File: src/rtl/uart_tx_arbiter.sv
`default_nettype none
// ============================================================================
//  Module   : uart_tx_arbiter
//  Purpose  : Round-robin packet arbiter sharing one UART TX FIFO write port
//             between NREQ requesters. A granted requester sends a header
//             byte {id, len} followed by len payload bytes. The grant is held
//             for the whole packet, so packets never interleave.
//  Ports    : clk, reset       - clock, synchronous active-high reset
//             req/req_len      - per-requester packet request and length
//             req_data/valid   - per-requester payload byte and valid
//             req_ready        - per-requester byte accepted (granted only)
//             grant/busy       - one-hot grant, packet in progress
//             pkt_done         - one-cycle pulse after the last byte
//             w_data/w_uart    - TX FIFO write data / write enable
//             tx_full          - TX FIFO full
//  Revision : 1.0 - initial release
// ============================================================================
module uart_tx_arbiter #(
    parameter int DBIT  = 8,
    parameter int NREQ  = 4,
    parameter int ID_W  = 2,
    parameter int LEN_W = 6
) (
    input  logic                  clk,
    input  logic                  reset,
    input  logic [NREQ-1:0]       req,
    input  logic [NREQ*LEN_W-1:0] req_len,
    input  logic [NREQ*DBIT-1:0]  req_data,
    input  logic [NREQ-1:0]       req_valid,
    output logic [NREQ-1:0]       req_ready,
    output logic [NREQ-1:0]       grant,
    output logic                  busy,
    output logic                  pkt_done,
    output logic [DBIT-1:0]       w_data,
    output logic                  w_uart,
    input  logic                  tx_full
);

    typedef enum logic [1:0] {
        ST_IDLE = 2'd0,
        ST_HDR  = 2'd1,
        ST_DATA = 2'd2,
        ST_DONE = 2'd3
    } state_t;

    localparam logic [ID_W-1:0] c_LAST_INIT = ID_W'(NREQ - 1);

    state_t             state_q,  state_d;
    logic [NREQ-1:0]    grant_q,  grant_d;
    logic [ID_W-1:0]    cur_id_q, cur_id_d;
    logic [LEN_W-1:0]   cnt_q,    cnt_d;
    logic [ID_W-1:0]    last_q,   last_d;

    logic               w_any;
    logic [ID_W-1:0]    w_sel;
    logic [ID_W-1:0]    w_idx;
    logic               w_wr;
    logic [NREQ-1:0]    w_rdy;

    // Round-robin search starting at last+1. Offsets are scanned from the
    // farthest to the nearest so the nearest set request is the one that
    // remains selected. NREQ is a power of two, so the ID_W-bit add wraps
    // modulo NREQ by itself.
    always_comb begin
        w_any = 1'b0;
        w_sel = '0;
        w_idx = '0;
        for (int k = NREQ; k >= 1; k--) begin
            w_idx = last_q + ID_W'(k);
            if (req[w_idx]) begin
                w_any = 1'b1;
                w_sel = w_idx;
            end
        end
    end

    always_comb begin
        state_d  = state_q;
        grant_d  = grant_q;
        cur_id_d = cur_id_q;
        cnt_d    = cnt_q;
        last_d   = last_q;
        w_wr     = 1'b0;
        w_data   = '0;
        w_rdy    = '0;

        case (state_q)
            ST_IDLE: begin
                if (w_any) begin
                    grant_d  = NREQ'(1) << w_sel;
                    cur_id_d = w_sel;
                    cnt_d    = req_len[w_sel*LEN_W +: LEN_W];
                    last_d   = w_sel;
                    state_d  = ST_HDR;
                end
            end
            ST_HDR: begin
                w_data = {cur_id_q, cnt_q};
                if (!tx_full) begin
                    w_wr    = 1'b1;
                    state_d = (cnt_q == '0) ? ST_DONE : ST_DATA;
                end
            end
            ST_DATA: begin
                w_rdy[cur_id_q] = !tx_full;
                w_data          = req_data[cur_id_q*DBIT +: DBIT];
                if (req_valid[cur_id_q] && !tx_full) begin
                    w_wr  = 1'b1;
                    cnt_d = cnt_q - LEN_W'(1);
                    if (cnt_q == LEN_W'(1)) begin
                        state_d = ST_DONE;
                    end
                end
            end
            ST_DONE: begin
                grant_d = '0;
                state_d = ST_IDLE;
            end
            default: begin
                state_d = ST_IDLE;
                grant_d = '0;
            end
        endcase
    end

    // A reset that lands mid-packet must not let one more byte slip into
    // the FIFO during the reset cycle, so the write strobes are gated.
    assign w_uart    = w_wr & ~reset;
    assign req_ready = w_rdy & {NREQ{~reset}};

    assign grant    = grant_q;
    assign busy     = (state_q != ST_IDLE);
    assign pkt_done = (state_q == ST_DONE);

    always_ff @(posedge clk) begin
        if (reset) begin
            state_q  <= ST_IDLE;
            grant_q  <= '0;
            cur_id_q <= '0;
            cnt_q    <= '0;
            last_q   <= c_LAST_INIT;
        end else begin
            state_q  <= state_d;
            grant_q  <= grant_d;
            cur_id_q <= cur_id_d;
            cnt_q    <= cnt_d;
            last_q   <= last_d;
        end
    end

endmodule
`default_nettype wire

File: config.mk
export PLATFORM = sky130hd
export DESIGN_NAME = uart_tx_arbiter
export DESIGN_NICKNAME = d
export VERILOG_FILES = /design/src/rtl/uart_tx_arbiter.sv
export SDC_FILE = /design/constraint.sdc
export NUM_CORES = 1
export LEC_CHECK = 0
export CAP_MARGIN = 20
export CORE_MARGIN = 10
export CORE_UTILIZATION = 39
export DETAILED_ROUTE_END_ITERATION = 8
export PLACE_DENSITY_LB_ADDON = 0.3
export SETUP_SLACK_MARGIN = 0.5
export SYNTH_ARGS = -nofsm -noshare
export SYNTH_HDL_FRONTEND = slang
export SYNTH_SLANG_ARGS = --single-unit
export TNS_END_PERCENT = 30
File: constraint.sdc
create_clock -name clk -period 2.2 [get_ports clk]
set_input_delay 0.33 -clock clk [delete_from_list [all_inputs] [get_ports clk]]
set_output_delay 0.33 -clock clk [all_outputs]
set_load 0.02 [all_outputs]
==> results.json <==
{
  "endpoint": "w_data[1]",
  "worstPathRequired_ns": 1.87,
  "min_period_over_period_pct": 93.4,
  "drc": 0,
  "rr_worst_depth": 10,
  "fmax_ghz": 0.487,
  "clkTransAtPathRegs_ns": 0.06,
  "ctsHoldBuffers": 0,
  "r2r_start": "cur_id_q[0]",
  "critPathLaunchType": "register",
  "vias": 1935,
  "yosys_warnings": 0,
  "ios": 86,
  "grt_pass1_wl_um": 9430,
  "fin_hold_ws_ns": 0.504,
  "cap_viol_max_count": 0,
  "synthCells": 187,
  "globalRouteOverflowTotal": 0,
  "fin_crit_ns": 2.06,
  "core_um2": 3970,
  "die_area_um2": 7010,
  "hold_viol": 0,
  "finalNonFillerCells": 346,
  "synth_top_area_share_pct": 20.2,
  "antenna_left": 0,
  "syn_nets": 262,
  "post_drt_wl_per_cell_um": 18.0,
  "synth_largest_area_cell": "dfxtp_1",
  "ys_async_sr_fraction_pct": 0,
  "slew_headroom_pct": 67.6,
  "r2r_setup_slack_ns": 0.22,
  "antenna_found_initial": 0,
  "synth-main-ff-cell": "dfxtp_1",
  "yosysMostFrequentCell": "nor2_1",
  "cp-startpoint": "cur_id_q[0]",
  "syn-cell-area_um2": 1580,
  "cts.htree.levels": 1,
  "outcome": "completed",
  "track_usage_pct": 15.7,
  "synthToLayoutAreaGrowth_pct": 83.8,
  "cts-buffers-inserted": 3,
  "dpl.cell_count": 333,
  "first_iter_violations": 128,
  "clkLatencyLatePin_ns": 0.25,
  "clock-root-buffer": "clkbuf_8",
  "placed_area_um2": 2660,
  "nFillCells": 287,
  "drtPass1Iterations": 4,
  "yosysSeqAreaShare_pct": 20.2,
  "leakagePower_nw": 1.14,
  "ys_types": 44,
  "start_util_pct": 39.9,
  "drive_above_1_share_pct": 28.4,
  "cts_tree": "done",
  "pre_cts_slack_ns": -0.149,
  "gp_routability_congestion": 0.812,
  "synthTopCellsByCount": "nor2_1, dfxtp_1, a22oi_1, nor2b_1",
  "die_w_um": 83.7,
  "synth_area_leaders": "dfxtp_1, mux4_2, ha_1",
  "cts_sinks": 16,
  "power_w": 0.00276,
  "grt_max_degree": 24,
  "fin_area_um2": 2910,
  "final_max_slew_viol_count": 0,
  "critPathArrivalTime_ns": 1.73,
  "post-route-worst-setup-slack_ns": 0.145,
  "power_density_nw_per_um2": 948,
  "die_h_um": 83.7,
  "totalWireLength_um": 6220,
  "synth_seq_cells": 16,
  "insertedDiodeCount": 0,
  "path_class": "reg -> out",
  "first_global_vias": 1907,
  "synth_edf_count": 0,
  "timing.rr.end": "cnt_q[5]",
  "vias_per_cell": 5.59,
  "hold_class": "reg -> reg",
  "hpwl_um": 4680,
  "setup-violations-final": 0,
  "fin_nets": 372,
  "cts_buffer_depth": 2,
  "rsz0062_at_grt": "yes",
  "end_kind": "output port",
  "cp_max_fo": 6,
  "placementRows": 23,
  "vdd_drop_max_uv": 907,
  "tightest_slew_ns": 0.485,
  "syn_area_per_cell_um2": 8.47,
  "finClkSkew_ns": 0.00105,
  "io_buffer_count": 85
}
registers in the layout, indices dropped and copies added, names as in the netlist:
signal,cells
last_q,2
cnt_q,6
state_q,2
grant,4
cur_id_q,2
where the power goes:
| part | internal (W) | leakage (nW) | switching, W |
|---|---|---|---|
| clock network | 0.000159 | 0.0288 | 0.000102 |
| registers | 0.000397 | 0.134 | 0.000153 |
| logic | 0.00105 | 0.981 | 0.000901 |
| total | 0.00160 | 1.14 | 0.00116 |
kinds of logic (layout without fill, tap and decap cells):
family,count (synthesis),after routing,synth area share [%]
AOI/OAI and AO/OA,61,61,27.3
xor gates and xnor gates,4,4,2.21
adders and majority gates,8,8,6.32
buffers and inverters,16,125,5.13
DFF,16,16,20.2
muxes,17,17,17.1
and+or+nand+nor,65,65,21.7
worst min path at each step:
stage	from	endpoint	slack (ns)	cells past startpoint
2_1_floorplan	cnt_q[5]	cnt_q[5]	0.51	1
3_3_place_gp	grant[2]	grant[2]	0.49	2
3_5_place_dp	grant[0]	grant[0]	0.49	2
4_1_cts	grant[2]	grant[2]	0.51	2
5_1_grt	grant[2]	grant[2]	0.55	2
6_report	grant[2]	grant[2]	0.50	2
routing by layer:
metal	vias to the layer above	global-route usage, %	routed length [µm]
met4	0	1.83	82
met1	935	18.4	2520
met2	56	28.6	3350
met5	-	0	0
met3	10	3.52	266
li1	934	-	-
metrics by stage:
| step | utilization [%] | setup TNS (ns) |
|---|---|---|
| after detailed placement | 67.0 | -1.56 |
| after CTS | 69.5 | 0 |
| after global placement | 67.0 | -1.05 |
| after global routing | 73.3 | 0 |
| final | 73.3 | 0 |
| after floorplan | - | 0 |
layout by cell type (no fill, tap or decap), types with 3 or more instances in the layout:
master / instances
o21ai_1: 6
buf_4: 27
nor2_1: 18
buf_6: 5
mux4_2: 8
buf_2: 7
a22oi_2: 4
ha_1: 6
xnor2_1: 3
inv_1: 4
nand3_1: 3
clkbuf_8: 4
mux2i_1: 8
a22oi_1: 8
nor3_1: 4
dfxtp_2: 3
nand2b_1: 4
clkdlybuf4s50_1: 69
nand2_1: 8
dlymetal6s2s_1: 3
nor2b_1: 10
dfxtp_1: 12
o21ai_0: 8
a32o_1: 6
a21oi_1: 8
area by class of cell:
type                    count  area (µm²)  share of cell area (%)
well taps                  50        62.6                    2.15
inverters                   5        21.3                   0.731
repair buffers            116        1110                    38.0
multi-input cells         155        1340                    45.9
clock buffers               4        55.1                    1.89
flip-flops and latches     16         328                    11.3
critical path: stages, from the launching register on:
cell     delay [ns]
dfxtp_4        0.38
buf_12         0.11
buf_16         0.12
mux4_2         0.51
a22oi_2        0.15
nor2b_1        0.06
buf_4          0.15
timing repair:
action,in CTS,in global routing
pin swaps,2,10
setup buffers,3,5
resized for setup,51,35
endpoints found under the setup margin,30,31
cloned,1,0
Power figures use the tool's default switching activity.
